==> src/rtl/systolic_pkg.sv <==
// Purpose: shared widths and the weight-source FSM state type for the systolic datapath.
// Latency: n/a (types and constants only).
// Backpressure: n/a.
package systolic_pkg;

    localparam int DATA_W = 64;
    localparam int DIM_W  = 16;
    localparam int LANES  = DATA_W / 8;

    typedef enum logic [2:0] {
        IDLE  = 3'd0,
        CALC  = 3'd1,
        RUN   = 3'd2,
        DRAIN = 3'd3,
        DONE  = 3'd4
    } wsrc_state_t;

endpackage

==> src/rtl/wsrc_fifo2.sv <==
// Purpose: 2-entry beat FIFO (payload + last) with occupancy count; head shows the arriving word when empty.
// Latency: 0 cycles when empty (write-through), otherwise head register.
// Backpressure: rd_vld independent of rd_rdy; producer must keep count plus pending writes <= 2.
module wsrc_fifo2 #(
    parameter int W = 64
) (
    input  logic         clk,
    input  logic         rst,
    input  logic         wr_vld,
    input  logic [W-1:0] wr_dat,
    input  logic         wr_last,
    input  logic         rd_rdy,
    output logic         rd_vld,
    output logic [W-1:0] rd_dat,
    output logic         rd_last,
    output logic [1:0]   count
);

    logic [W-1:0] s0_dat_q, s0_dat_d, s1_dat_q, s1_dat_d;
    logic         s0_last_q, s0_last_d, s1_last_q, s1_last_d;
    logic [1:0]   count_q, count_d;
    logic         pop;

    // Empty FIFO presents the incoming word directly so a read can be consumed the cycle it lands.
    assign rd_vld  = (count_q != 2'd0) || wr_vld;
    assign rd_dat  = (count_q != 2'd0) ? s0_dat_q  : (wr_vld ? wr_dat  : '0);
    assign rd_last = (count_q != 2'd0) ? s0_last_q : (wr_vld && wr_last);
    assign count   = count_q;
    assign pop     = rd_vld && rd_rdy;

    // Slot update: s0 is always the head, s1 the second entry.
    always_comb begin
        s0_dat_d  = s0_dat_q;
        s0_last_d = s0_last_q;
        s1_dat_d  = s1_dat_q;
        s1_last_d = s1_last_q;
        count_d   = count_q;
        case (count_q)
            2'd0: begin
                if (wr_vld && !rd_rdy) begin
                    s0_dat_d  = wr_dat;
                    s0_last_d = wr_last;
                    count_d   = 2'd1;
                end
            end
            2'd1: begin
                if (pop && wr_vld) begin
                    s0_dat_d  = wr_dat;
                    s0_last_d = wr_last;
                end else if (pop) begin
                    count_d = 2'd0;
                end else if (wr_vld) begin
                    s1_dat_d  = wr_dat;
                    s1_last_d = wr_last;
                    count_d   = 2'd2;
                end
            end
            default: begin
                if (pop) begin
                    s0_dat_d  = s1_dat_q;
                    s0_last_d = s1_last_q;
                    if (wr_vld) begin
                        s1_dat_d  = wr_dat;
                        s1_last_d = wr_last;
                    end else begin
                        count_d = 2'd1;
                    end
                end
            end
        endcase
    end

    // Storage registers; reset empties the FIFO.
    always_ff @(posedge clk or posedge rst) begin
        if (rst) begin
            s0_dat_q  <= '0;
            s0_last_q <= 1'b0;
            s1_dat_q  <= '0;
            s1_last_q <= 1'b0;
            count_q   <= 2'd0;
        end else begin
            s0_dat_q  <= s0_dat_d;
            s0_last_q <= s0_last_d;
            s1_dat_q  <= s1_dat_d;
            s1_last_q <= s1_last_d;
            count_q   <= count_d;
        end
    end

endmodule

==> src/rtl/weight_stream_source.sv <==
// Purpose: streams Matrix_Row*Matrix_Col/8 packed int8 weight beats from sync-read memory; optional checksum via WEIGHT_SRC_CHECKSUM_EN.
// Latency: start at cycle 0 -> first read cycle 2 -> first m_valid cycle 3; one beat/cycle sustained.
// Backpressure: valid/ready; reads stop once buffered plus in-flight words reach 2.
module weight_stream_source #(
    parameter int DATA_W = systolic_pkg::DATA_W,
    parameter int ADDR_W = 20,
    parameter int DIM_W  = systolic_pkg::DIM_W
) (
    input  logic              clk,
    input  logic              reset,
    input  logic              start,
    input  logic [DIM_W-1:0]  Matrix_Row,
    input  logic [DIM_W-1:0]  Matrix_Col,
    input  logic [ADDR_W-1:0] base_addr,
    output logic              mem_ren,
    output logic [ADDR_W-1:0] mem_raddr,
    input  logic [DATA_W-1:0] mem_rdata,
    output logic              m_valid,
    input  logic              m_ready,
    output logic [DATA_W-1:0] m_payload,
    output logic              m_last,
    output logic              busy,
    output logic              done
`ifdef WEIGHT_SRC_CHECKSUM_EN
    ,
    output logic [31:0]       checksum
`endif
);
    import systolic_pkg::*;

    wsrc_state_t       state_q, state_d;
    logic [DIM_W-1:0]  row_q, row_d, col_q, col_d;
    logic [ADDR_W-1:0] base_q, base_d;
    logic [31:0]       total_q, total_d, rd_cnt_q, rd_cnt_d;
    logic              inflight_q, inflight_d, inflight_last_q, inflight_last_d;
    logic [31:0]       calc_total;
    logic [1:0]        fifo_count, occupancy;
    logic              fifo_vld, fifo_last, issue, hs_last;
    logic [DATA_W-1:0] fifo_dat;

    wsrc_fifo2 #(.W(DATA_W)) u_fifo (
        .clk     (clk),
        .rst     (reset),
        .wr_vld  (inflight_q),
        .wr_dat  (mem_rdata),
        .wr_last (inflight_last_q),
        .rd_rdy  (m_ready),
        .rd_vld  (fifo_vld),
        .rd_dat  (fifo_dat),
        .rd_last (fifo_last),
        .count   (fifo_count)
    );

    // Low three column bits drop out: each beat carries eight columns.
    assign calc_total = 32'(row_q) * 32'(col_q >> 3);
    assign occupancy  = fifo_count + {1'b0, inflight_q};
    assign issue      = (state_q == RUN) && (occupancy < 2'd2);
    assign hs_last    = fifo_vld && m_ready && fifo_last;

    assign mem_ren   = issue;
    assign mem_raddr = issue ? (base_q + rd_cnt_q[ADDR_W-1:0]) : '0;
    assign m_valid   = fifo_vld;
    assign m_payload = fifo_dat;
    assign m_last    = fifo_last;
    assign busy      = (state_q == CALC) || (state_q == RUN) || (state_q == DRAIN);
    assign done      = (state_q == DONE);

    // Next-state and counter logic; RUN leaves on the issue that makes rd_cnt reach total.
    always_comb begin
        state_d         = state_q;
        row_d           = row_q;
        col_d           = col_q;
        base_d          = base_q;
        total_d         = total_q;
        rd_cnt_d        = rd_cnt_q;
        inflight_d      = issue;
        inflight_last_d = issue && (rd_cnt_q == total_q - 32'd1);
        case (state_q)
            IDLE: begin
                if (start) begin
                    row_d    = Matrix_Row;
                    col_d    = Matrix_Col;
                    base_d   = base_addr;
                    rd_cnt_d = '0;
                    state_d  = CALC;
                end
            end
            CALC: begin
                total_d = calc_total;
                state_d = (calc_total != 32'd0) ? RUN : DONE;
            end
            RUN: begin
                if (issue) begin
                    rd_cnt_d = rd_cnt_q + 32'd1;
                    if (rd_cnt_q + 32'd1 == total_q) begin
                        state_d = DRAIN;
                    end
                end
            end
            DRAIN: begin
                if (hs_last) begin
                    state_d = DONE;
                end
            end
            DONE:    state_d = IDLE;
            default: state_d = IDLE;
        endcase
    end

    // Control registers; reset also drops any read still in flight.
    always_ff @(posedge clk or posedge reset) begin
        if (reset) begin
            state_q         <= IDLE;
            row_q           <= '0;
            col_q           <= '0;
            base_q          <= '0;
            total_q         <= '0;
            rd_cnt_q        <= '0;
            inflight_q      <= 1'b0;
            inflight_last_q <= 1'b0;
        end else begin
            state_q         <= state_d;
            row_q           <= row_d;
            col_q           <= col_d;
            base_q          <= base_d;
            total_q         <= total_d;
            rd_cnt_q        <= rd_cnt_d;
            inflight_q      <= inflight_d;
            inflight_last_q <= inflight_last_d;
        end
    end

`ifdef WEIGHT_SRC_CHECKSUM_EN
    localparam int NLANES = DATA_W / 8;
    logic [31:0] cksum_q, cksum_d, lane_sum;

    // Sign-extended lane sum of the handshaken beat, accumulated with wraparound.
    always_comb begin
        lane_sum = '0;
        for (int i = 0; i < NLANES; i++) begin
            lane_sum = lane_sum + {{24{fifo_dat[8*i+7]}}, fifo_dat[8*i +: 8]};
        end
        cksum_d = cksum_q;
        if (state_q == IDLE && start) begin
            cksum_d = '0;
        end else if (fifo_vld && m_ready) begin
            cksum_d = cksum_q + lane_sum;
        end
    end

    // Checksum accumulator.
    always_ff @(posedge clk or posedge reset) begin
        if (reset) begin
            cksum_q <= '0;
        end else begin
            cksum_q <= cksum_d;
        end
    end

    assign checksum = cksum_q;
`endif

endmodule

==> config.mk <==
export PLATFORM = sky130hd
export DESIGN_NAME = weight_stream_source
export DESIGN_NICKNAME = d
export VERILOG_FILES = /design/src/rtl/systolic_pkg.sv /design/src/rtl/wsrc_fifo2.sv /design/src/rtl/weight_stream_source.sv
export SDC_FILE = /design/constraint.sdc
export NUM_CORES = 1
export LEC_CHECK = 0
export CAP_MARGIN = 20
export CELL_PAD_IN_SITES_DETAIL_PLACEMENT = 1
export CELL_PAD_IN_SITES_GLOBAL_PLACEMENT = 2
export CORE_MARGIN = 1.5
export CORE_UTILIZATION = 39
export DETAILED_ROUTE_END_ITERATION = 16
export GPL_TIMING_DRIVEN = 0
export PLACE_DENSITY_LB_ADDON = 0.1
export SLEW_MARGIN = 30
export SYNTH_ARGS = -nofsm -noshare
export SYNTH_HDL_FRONTEND = slang
export SYNTH_HIERARCHICAL = 1
export SYNTH_SLANG_ARGS = --single-unit
==> constraint.sdc <==
create_clock -name clk -period 18.1 [get_ports clk]
set_input_delay 3.62 -clock clk [delete_from_list [all_inputs] [get_ports clk]]
set_output_delay 3.62 -clock clk [all_outputs]
set_load 0.1 [all_outputs]
# Word-level counts from Yosys, hierarchy flattened
# Cells that the tools add are included.
# totals
regBits	253
in_bits	120
output_inout_bits	89
elab_cells	99
# op_classes
addsub	4
n_mul	1
n_lt_le_gt_ge	1
n_eq_ne	17
mux	38
n_bitwise	1
reduce_logical	24
# op_table
operator	count
$mux W64	9
$pmux W64 S2	2
$eq A32 B32 Y1	2
$mux W32	2
$pmux W32 S2	1
$add A32 B1 Y32 const B	1
$reduce_bool A32 Y1	1
$sub A32 B1 Y32 const B	1
$mul A16 B13 Y29	1
$add A20 B20 Y20	1
$mux W20	1
$mux W3	5
$mux W2	6
$pmux W3 S4	1
$ne A2 B2 Y1 const B	5
$mux W1	8
$reduce_and A4 Y1	2
$logic_and A1 B1 Y1	7
$eq A3 B2 Y1 const B	2
$ne A2 B1 Y1 const B	3
$reduce_and A3 Y1	2
$reduce_bool A2 Y1	3
$reduce_and A5 Y1	1
$pmux W1 S2	2
other kinds (15)	17

# Logic depth before layout (Yosys ltp)
# Gate-level depths: netlist of run 1.
# depth
ltp_word	6
mapped_depth	23
mapped_depth_nobuf	21

# Cells and area by module
# The synthesis of run 1 kept the hierarchy.
# modules_own_cells
mod	instances	cells_per_inst	area_per_inst_um2	seq_area_each_um2
weight_stream_source	1	1774	14483.9	2877.8
wsrc_fifo2	1	592	6718.9	3303.2

# Least setup slack after synthesis of run 1
# No wires, ideal clock.
# synth_timing
path_type	input to output
start	input port mem_rdata[63]
end	output port m_payload[63]
arrival_ps	5776
t_required_ps	14480
setup_slack_ps	8704
cell_stages	2
path_buffers	0
path_cell_list	nand2_1 o21ai_0
# synth_via
elab_chain_cells	2
# synth_lines
element	line	text
start, declared	weight_stream_source.sv:17	input logic [DATA_W-1:0] mem_rdata,
$mux W64 (2 in series)	wsrc_fifo2.sv:26	assign rd_dat = (count_q != 2'd0) ? s0_dat_q : (wr_vld ? wr_dat : '0);
end, declared	weight_stream_source.sv:20	output logic [DATA_W-1:0] m_payload,
# No other way between the ends.

# Worst setup path in the final report of run 1
# layout_timing
start	input port mem_rdata[7]
end	output port m_payload[7]
# Same word-level chain as after synthesis.

==> results.json, run 1 <==
{
  "synth_area_leaders": "dfrtp_1 29%, fa_1 15%, nand2_1 8.4%",
  "final_common_cell": "nand2_1",
  "yosysWarnings": 6,
  "tightest_slew_ns": 1.04,
  "syn_area_um2": 21200,
  "netlist.top_cell.by_area": "dfrtp_1",
  "seq_power_share_pct": 35.0,
  "grt_start_max_net_pins": 87,
  "io_buffer_count": 205,
  "final.fill_count": 6255,
  "antenna_found_initial": 0,
  "ant_nets": 0,
  "worstHoldPathCells": 2,
  "avgSynthCellArea_um2": 8.96,
  "synthFlopType": "dfrtp_1",
  "clk_pin_slew_ns": 0.05,
  "syn_nets": 2738,
  "start_util_pct": 39.4,
  "rr_startpoint": "col_q[9]",
  "die_y_um": 236,
  "arrival_ns": 5.73,
  "drv_cap": 0,
  "slew_viol_final": 0,
  "switching_share_pct": 31.0,
  "ctsRootBufferMaster": "clkbuf_16",
  "yosysSeqAreaShare_pct": 29.2,
  "dp.final_hpwl_um": 52100,
  "grt_overflow_total": 0,
  "syn_to_final_growth_pct": 19.6,
  "crit_slowest_cell": "clkdlybuf4s50_1",
  "grtUsageTotal_pct": 24.2,
  "cp_num_buf_inv": 2,
  "hold_slack_ns": 0.483,
  "cts.repair.resized": 0,
  "dr_wl_met2_um": 31800,
  "drive_above_1_share_pct": 9.86,
  "critPathRequiredTime_ns": 14.48,
  "async_flop_share_pct": 100,
  "nNetsFinal": 2984,
  "clock_latency_ns": 0.56,
  "setup_violations": 0,
  "grt_pass1_wl_um": 107000,
  "tns_ns": 0,
  "antenna_cells": 0,
  "reg2reg_depth": 21,
  "drc": 0,
  "synth-edff-count": 0,
  "vias": 17900,
  "post-cts-setup-buffers": 0,
  "postCtsHoldBufs": 0,
  "hold_path_class": "reg2reg",
  "dr_wl_met3_um": 2600,
  "clockBufferDepth": 3,
  "p_leak_nw": 11.9,
  "post_drt_via_cell_ratio": 5.36,
  "gp_congestion": 0.907,
  "wl_met1_um": 30900,
  "drt_iter0_drc": 741,
  "fmax_ghz": 0.107,
  "ir_drop_v": 0.0000480,
  "critPathMaxStageDelay_ns": 1.20,
  "synth-seq-cells": 247,
  "rows": 85,
  "intPower_mw": 1.12,
  "wire_per_inst_um": 20.1,
  "setup.worst_path.start_class": "primary input",
  "htreeDepth": 2,
  "drt-pass1-iter-count": 5,
  "tritoncts": "built",
  "cts_sinks": 247,
  "slew_headroom_pct": 30.4,
  "reg2reg_to": "state_q[1]",
  "crit_chain": "clkdlybuf4s50_1 -> nand2_1 -> o21ai_0 -> clkdlybuf4s50_1",
  "power.switching_mw": 0.503,
  "layout_common_cells": "473 x nand2_1, 247 x dfrtp_1, 219 x inv_1",
  "cts-buffers-inserted": 34,
  "finalClockSkew_ns": 0.0202,
  "p_clk_share_pct": 43.4,
  "die_x_um": 236,
  "synthCells": 2366,
  "status": "complete, no violations",
  "period_share_pct": 51.7,
  "synth_cell_types": 72,
  "period_minus_slack_ns": 9.35,
  "crit_path_frequent_cell": "clkdlybuf4s50_1",
  "crit_family": "buffers and inverters",
  "netlist.area_leader.share_pct": 29.2,
  "critPathKind": "in2out",
  "rrSetupSlack_ns": 10.50,
  "power_density_nw_per_um2": 64.0,
  "hp-start": "base_q[9]",
  "rsz0062_at_grt": "no",
  "end_kind": "primary output",
  "hold_viol": 0,
  "comb_power_share_pct": 21.6,
  "core_um2": 53800,
  "dieArea_um2": 55800,
  "hold_end": "base_q[9]",
  "routed.top_layer": "met4",
  "first_global_vias": 19200,
  "totalWireLength_um": 66900,
  "io_pins": 209,
  "worst-path-max-fanout": 3
}
tightest hold or removal path, cell delays in order (launching register included):
cell and delay [ns]:
dfrtp_1 0.34, nand2_1 0.05, nand2_1 0.06
layer usage:
layer  global-route usage, %  vias up
met3                    3.30       82
met5                       0        -
met2                    40.4      327
met4                    6.37        0
li1                        -     8355
met1                    33.1     9092
Yosys cell counts (8+ instances only):
| cell type | instances |
|---|---|
| nand2_1 | 473 |
| dfrtp_1 | 247 |
| inv_1 | 221 |
| o21ai_0 | 159 |
| fa_1 | 155 |
| mux2_2 | 149 |
| and2_1 | 113 |
| clkbuf_1 | 113 |
| ha_1 | 97 |
| nor2_1 | 84 |
| a21oi_1 | 52 |
| xnor2_1 | 52 |
| mux2_1 | 50 |
| nand3_1 | 45 |
| xor2_1 | 42 |
| nor3_1 | 28 |
| and3_1 | 17 |
| a21o_1 | 16 |
| a31oi_1 | 16 |
| nand4_1 | 14 |
| o211ai_1 | 13 |
| o31ai_1 | 13 |
| nor2b_1 | 12 |
| nor4_1 | 11 |
| a211oi_1 | 10 |
| and4_1 | 9 |
| nand2b_1 | 9 |
| or3_1 | 9 |
| buf_2 | 8 |
| nand3b_1 | 8 |
| o21bai_1 | 8 |
| o41ai_1 | 8 |
cells by family (layout without fill, tap and decap cells):
family / after synthesis / after routing / share of synthesized area (%)
and+or+nand+nor: 860 / 860 / 18.8
DFF: 247 / 247 / 29.2
muxes: 206 / 206 / 10.9
AOI/OAI and AO/OA: 348 / 348 / 10.1
adders and majority gates: 252 / 252 / 20.4
buffers and inverters: 359 / 630 / 6.76
xor gates and xnor gates: 94 / 94 / 3.88
power by group through the flow:
stage | clock network, mW | registers (mW) | logic, mW
CTS | 0.728 | 0.567 | 0.357
global route | 0.747 | 0.568 | 0.398
floorplan | 0 | 0.572 | 0.241
detailed placement | 0 | 0.577 | 0.354
global placement | 0 | 0.577 | 0.344
finish | 0.705 | 0.567 | 0.351
how the worst max path moves through the flow:
stage                       start       endpoint  slack (ns)  depth (start not counted)
floorplan           mem_rdata[63]  m_payload[63]        8.70                          2
global placement     mem_rdata[7]   m_payload[7]        8.77                          4
detailed placement   mem_rdata[7]   m_payload[7]        8.74                          4
CTS                  mem_rdata[7]   m_payload[7]        8.74                          4
global route        mem_rdata[21]  m_payload[21]        8.71                          4
finish               mem_rdata[7]   m_payload[7]        8.75                          4
final cells by class:
cell class	instances	area, µm²	share of cell area [%]
multi-input cells	1760	13600	53.6
flip-flops and latches	247	6180	24.4
repair buffers	210	2100	8.28
clock buffers	40	893	3.52
well taps	696	871	3.43
inverters	222	848	3.34
plain buffers	137	599	2.36
clock inverters	21	270	1.07
per-stage QoR:
| step | setup WS (ns) | cells | utilization, % | cell area, µm² | power [mW] |
|---|---|---|---|---|---|
| 2_1_floorplan | 8.70 | 2366 | - | 21200 | 0.813 |
| 3_3_place_gp | 8.77 | 3267 | 44.8 | 24100 | 0.921 |
| 3_5_place_dp | 8.74 | 3272 | 45.0 | 24200 | 0.931 |
| 4_1_cts | 8.74 | 3333 | 47.2 | 25400 | 1.65 |
| 5_1_grt | 8.71 | 3333 | 47.1 | 25400 | 1.71 |
| 6_report | 8.75 | 3333 | 47.1 | 25400 | 1.62 |
sequential cells by signal, summed over array words and instances, names as in the netlist:
signal,count
inflight_q,1
state_q,3
row_q,16
col_q,13
u_fifo/s0_dat_q,64
u_fifo/s1_dat_q,64
base_q,20
u_fifo/count,2
rd_cnt_q,32
total_q,29
u_fifo/s0_last_q,1
u_fifo/s1_last_q,1
inflight_last_q,1
(Power assumes the default switching activity.)
==> run 2: changes to the inputs <==
Settings changed: CORE_UTILIZATION 39 to 33.
Clock period 18.1 ns to 8.3 ns, I/O delays scaled along.
==> run 2 against run 1 <==
  * Clock power grew 120%
  * Combinational power grew 120%
  * Utilization fell by 6.8 points
  * Routed wire length rose by 6.2%
  * Largest power group unchanged
  * Clock skew is 0.0011 ns higher
  * Sequential cell count did not move
  * Design area is 0.69% higher
  * Die area up 18%
  * Highest routed layer is now met5
==> results.json, run 2 (same netlist as run 1, synthesis figures left out) <==
{
  "cts-buffers-inserted": 35,
  "drc": 0,
  "layout_setup_ws_ns": 0.529,
  "top_regs": "u_fifo/s0_dat_q x64, u_fifo/s1_dat_q x64, rd_cnt_q x32",
  "grt_pass1_wl_um": 111000,
  "hold_path_class": "reg2reg",
  "cts_sinks": 247,
  "ir_drop_v": 0.0000996,
  "ctsRootBufferMaster": "clkbuf_16",
  "vias": 17900,
  "post_drt_via_cell_ratio": 5.14,
  "hold_end": "base_q[5]",
  "final_common_cell": "nand2_1",
  "clockBufferDepth": 3,
  "io_buffer_count": 205,
  "ant_nets": 0,
  "hold_viol": 0,
  "die_y_um": 256,
  "intPower_mw": 2.49,
  "tns_ns": 0,
  "place_inst": 3421,
  "hp-start": "base_q[5]",
  "grt_start_max_net_pins": 79,
  "setup_violations": 0,
  "gp_congestion": 0.822,
  "htreeDepth": 2,
  "start_util_pct": 33.5,
  "dp_slack_ns": 0.492,
  "reg2reg_depth": 21,
  "syn_to_final_growth_pct": 20.5,
  "total_power_mw": 3.57,
  "end_kind": "flop",
  "power.switching_mw": 1.08,
  "tritoncts": "built",
  "antenna_cells": 0,
  "critPathRequiredTime_ns": 8.71,
  "final.fill_count": 7350,
  "tightest_slew_ns": 1.03,
  "antenna_found_initial": 2,
  "p_leak_nw": 11.9,
  "postCtsHoldBufs": 0,
  "fin_cells": 3483,
  "clk_pin_slew_ns": 0.06,
  "seq_power_share_pct": 34.7,
  "final_area_um2": 25500,
  "slew_viol_final": 0,
  "dieArea_um2": 65800,
  "first_global_vias": 19100,
  "cts.repair.resized": 0,
  "layout_common_cells": "473 x nand2_1, 247 x dfrtp_1, 219 x inv_1",
  "finalClockSkew_ns": 0.0214,
  "power_density_nw_per_um2": 140,
  "wire_per_inst_um": 20.4,
  "worstHoldPathCells": 2,
  "reg2reg_to": "state_q[1]",
  "die_x_um": 256,
  "nNetsFinal": 2984,
  "period_minus_slack_ns": 7.77,
  "worst-path-max-fanout": 10,
  "slew_headroom_pct": 30.8,
  "switching_share_pct": 30.3,
  "period_share_pct": 93.6,
  "status": "complete, no violations",
  "grtUsageTotal_pct": 21.6,
  "totalWireLength_um": 71100,
  "dp.final_hpwl_um": 55400,
  "io_pins": 209,
  "core_um2": 63300,
  "drive_above_1_share_pct": 9.97,
  "p_clk_share_pct": 43.5,
  "drt-pass1-iter-count": 4,
  "post-cts-setup-buffers": 0,
  "comb_power_share_pct": 21.8,
  "rows": 92,
  "fmax_ghz": 0.129,
  "setup.worst_path.start_class": "flop",
  "clock_latency_ns": 0.55,
  "critPathKind": "reg2reg",
  "drv_cap": 0,
  "arrival_ns": 8.18,
  "rr_startpoint": "col_q[9]",
  "drt_iter0_drc": 829,
  "grt_overflow_total": 0,
  "placed_area_um2": 24400,
  "rrSetupSlack_ns": 0.53,
  "rsz0062_at_grt": "no"
}
[run 2: how the worst max path moves through the flow]
stage	cells after the start	slack (ns)	end	start
final	21	0.53	state_q[1]	col_q[9]
after global routing	21	0.30	state_q[1]	col_q[9]
after CTS	20	0.48	state_q[1]	col_q[9]
after detailed placement	20	0.49	state_q[1]	col_q[9]
after global placement	20	0.56	state_q[1]	col_q[9]
after floorplan	21	2.10	state_q[1]	col_q[9]
[run 2: critical path, cell delays in order (launching register included)]
cell	delay (ns)
dfrtp_1	0.32
clkbuf_1	0.57
clkbuf_1	0.50
nand2_1	0.16
fa_1	0.59
fa_1	0.46
fa_1	0.49
inv_1	0.05
fa_1	0.53
inv_1	0.05
fa_1	0.52
inv_1	0.04
ha_1	0.40
a2111oi_0	0.43
o21ai_1	0.30
a311oi_1	0.54
a21oi_1	0.25
o41ai_1	0.38
xnor2_1	0.32
and4_1	0.26
and4b_1	0.35
o21ai_0	0.12
[run 2: layer usage]
metal | part of all wire [%] | wire length, µm | vias up | GRT usage, %
li1 | - | - | 8352 | -
met1 | 47 | 33100 | 9184 | 28.9
met2 | 48 | 34000 | 299 | 36.9
met3 | 3.3 | 2370 | 81 | 2.77
met4 | 2.3 | 1650 | 2 | 5.31
met5 | 0.014 | 10 | - | 0
[run 2: per-stage QoR]
| stage | util, % | hold WS (ns) |
|---|---|---|
| 4_1_cts | 40.4 | 0.486 |
| 3_3_place_gp | 38.4 | 0.469 |
| 6_report | 40.3 | 0.481 |
| 2_1_floorplan | - | 0.452 |
| 3_5_place_dp | 38.5 | 0.471 |
| 5_1_grt | 40.3 | 0.502 |
[run 2: area by class of cell]
cell class | count | area, µm² | area share (%)
multi-input combinational | 1760 | 13600 | 53.3
sequential | 247 | 6180 | 24.2
timing repair buffer | 209 | 2070 | 8.11
tap | 846 | 1060 | 4.14
clock buffer | 52 | 1040 | 4.07
inverter | 222 | 848 | 3.32
buffer | 137 | 599 | 2.35
clock inverter | 10 | 133 | 0.519
[run 2: power groups by stage]
stage	Clock, mW	Sequential (mW)	Combinational (mW)
4_1_cts	1.62	1.24	0.794
2_1_floorplan	0	1.25	0.525
6_report	1.55	1.24	0.780
3_3_place_gp	0	1.26	0.769
3_5_place_dp	0	1.26	0.788
5_1_grt	1.65	1.24	0.885
==> run 3: changes to the inputs <==
Settings changed: ABC_AREA from default to 1, CORE_ASPECT_RATIO from default to 1.5, CORE_UTILIZATION 33 to 31, SETUP_SLACK_MARGIN from default to 0.05.
==> run 3 against run 2 <==
  * Worst hold slack lost 0.011 ns
  * Sequential cell count is the same
  * Clock-buffer cell count shrank 10
==> results.json, run 3 <==
{
  "fmax_ghz": 0.149,
  "crit_end": "state_q[1]",
  "tns_ns": 0,
  "drc": 0,
  "io_buffer_count": 205,
  "synthFlopType": "dfrtp_1",
  "die_y_um": 328,
  "layout_common_cells": "873 x nand2_1, 489 x inv_1, 247 x dfrtp_1",
  "htreeDepth": 1,
  "tightest_slew_ns": 1.04,
  "synth-edff-count": 0,
  "critPathKind": "reg2reg",
  "gp_congestion": 0.884,
  "tritoncts": "built",
  "status": "complete, no violations",
  "top_regs": "u_fifo/s0_dat_q x64, u_fifo/s1_dat_q x64, rd_cnt_q x32",
  "drt-pass1-iter-count": 5,
  "dieArea_um2": 71900,
  "synth_area_leaders": "dfrtp_1 28%, nand2_1 15%, fa_1 14%",
  "critPathRequiredTime_ns": 8.85,
  "layout_setup_ws_ns": 1.60,
  "grt_start_max_net_pins": 83,
  "arrival_ns": 7.25,
  "first_global_vias": 21800,
  "end_kind": "flop",
  "cts.repair.resized": 0,
  "setup.worst_path.start_class": "flop",
  "slew_viol_final": 0,
  "hold_path_class": "reg2reg",
  "crit_start": "col_q[10]",
  "reg2reg_depth": 27,
  "setup_violations": 0,
  "reg2reg_to": "state_q[1]",
  "die_x_um": 219,
  "drv_cap": 0,
  "netlist.top_cell.by_area": "dfrtp_1",
  "drt_iter0_drc": 823,
  "grt_pass1_wl_um": 127000,
  "synth.most_common_cell": "nand2_1",
  "synthCells": 2919,
  "yosysSeqAreaShare_pct": 28.4,
  "wire_per_inst_um": 20.3,
  "vias": 19900,
  "syn_area_um2": 21800,
  "post-cts-setup-buffers": 0,
  "clk_pin_slew_ns": 0.06,
  "period_minus_slack_ns": 6.70,
  "async_flop_share_pct": 100,
  "io_pins": 209,
  "rows": 118,
  "drive_above_1_share_pct": 7.08,
  "syn_nets": 3291,
  "ant_nets": 0,
  "finalClockSkew_ns": 0.0111,
  "netlist_top_cells_count": "873 x nand2_1, 491 x inv_1, 247 x dfrtp_1, 184 x nor2_1, 155 x fa_1",
  "clockBufferDepth": 3,
  "core_um2": 69200,
  "clock_latency_ns": 0.61,
  "slew_headroom_pct": 30.5,
  "cts-buffers-inserted": 29,
  "totalWireLength_um": 82700,
  "ctsRootBufferMaster": "clkbuf_16",
  "antenna_found_initial": 0,
  "syn_to_final_growth_pct": 19.5,
  "grtUsageTotal_pct": 23.2,
  "netlist.area_leader.share_pct": 28.4,
  "postCtsHoldBufs": 0,
  "worst-path-max-fanout": 10,
  "final_common_cell": "nand2_1",
  "avgSynthCellArea_um2": 7.46,
  "cts_sinks": 247,
  "start_util_pct": 31.4,
  "hold_viol": 0,
  "rrSetupSlack_ns": 1.60,
  "dp.final_hpwl_um": 68600,
  "period_share_pct": 80.8,
  "yosysWarnings": 6,
  "rr_startpoint": "col_q[10]",
  "dp_slack_ns": 1.51,
  "rsz0062_at_grt": "no",
  "synth_cell_types": 46,
  "post_drt_via_cell_ratio": 4.87,
  "finish.utilization_pct": 37.6,
  "synth-seq-cells": 247,
  "nNetsFinal": 3529,
  "grt_overflow_total": 0
}
run 3: cell count changes in the layout (fill, tap and decap cells not counted), sizes merged, moves of 43 or more:
| cell | change |
|---|---|
| nand2 | +410 |
| and2 | -113 |
| o21ai | +43 |
| nor2 | +116 |
| mux2 | -150 |
| inv | +277 |
| a21oi | +43 |
| nand3 | +81 |
run 3: worst min path at each step:
| stage | start | to | slack (ns) | cells after the start |
|---|---|---|---|---|
| after global routing | u_fifo/s1_dat_q[58] | u_fifo/s1_dat_q[58] | 0.50 | 2 |
| after detailed placement | u_fifo/s1_dat_q[58] | u_fifo/s1_dat_q[58] | 0.45 | 2 |
| final | u_fifo/s1_dat_q[58] | u_fifo/s1_dat_q[58] | 0.47 | 2 |
| after floorplan | u_fifo/s1_dat_q[0] | u_fifo/s1_dat_q[0] | 0.44 | 2 |
| after global placement | u_fifo/s1_dat_q[9] | u_fifo/s1_dat_q[9] | 0.45 | 2 |
| after CTS | u_fifo/s1_dat_q[58] | u_fifo/s1_dat_q[58] | 0.47 | 2 |
run 3: cell families after synthesis:
family / Yosys count / synth area share, %
buffers and inverters: 625 / 11.3
xor gates and xnor gates: 66 / 2.72
and+or+nand+nor: 1276 / 24.2
DFF: 247 / 28.4
muxes: 51 / 2.63
AOI/OAI and AO/OA: 402 / 10.9
adders and majority gates: 252 / 19.8
run 3: final cells by class:
class                      count  area, µm²
fill                        8550      43200
multi-input combinational   2047      13100
sequential                   247       6180
timing repair buffer         207       2070
inverter                     499       1890
tap                          900       1130
clock buffer                  42        885
buffer                       126        597
clock inverter                12        143
antenna                        1       2.50
run 3: metal layers:
metal  track usage [%]  wire length (µm)  vias up
met4              7.77              2750        0
li1                  -                 -     9539
met5                 0                 0        -
met1              24.4             30700     9960
met3              1.83              1990      108
met2              47.3             47300      285
run 3: metrics by stage:
stage               cell area [µm²]  hold slack, ns  cells
global route                  26000           0.499   4080
global placement              25000           0.448   4024
CTS                           26000           0.471   4080
detailed placement            25000           0.453   4026
finish                        26000           0.470   4081
floorplan                     21800           0.436   2919
run 3: worst max-delay path, stage by stage (launching register included):
cell	delay [ns]
dfrtp_1	0.33
clkbuf_1	0.56
clkbuf_1	0.53
nand2_1	0.16
fa_1	0.56
inv_1	0.06
fa_1	0.51
fa_1	0.52
fa_1	0.55
inv_1	0.06
fa_1	0.53
inv_1	0.04
ha_1	0.36
nand2_1	0.16
inv_1	0.05
a21oi_1	0.29
nor2_1	0.07
nor2_1	0.13
nand2_1	0.12
nand2_1	0.08
nand2_1	0.06
xnor2_1	0.45
nor2_1	0.11
nand2_1	0.11
nand2_1	0.06
nand2_1	0.08
nand2_1	0.05
nand2_1	0.05
Power of run 3 is not shown: default switching activity piles up to over one toggle a cycle in this logic, so the estimate is an artifact.
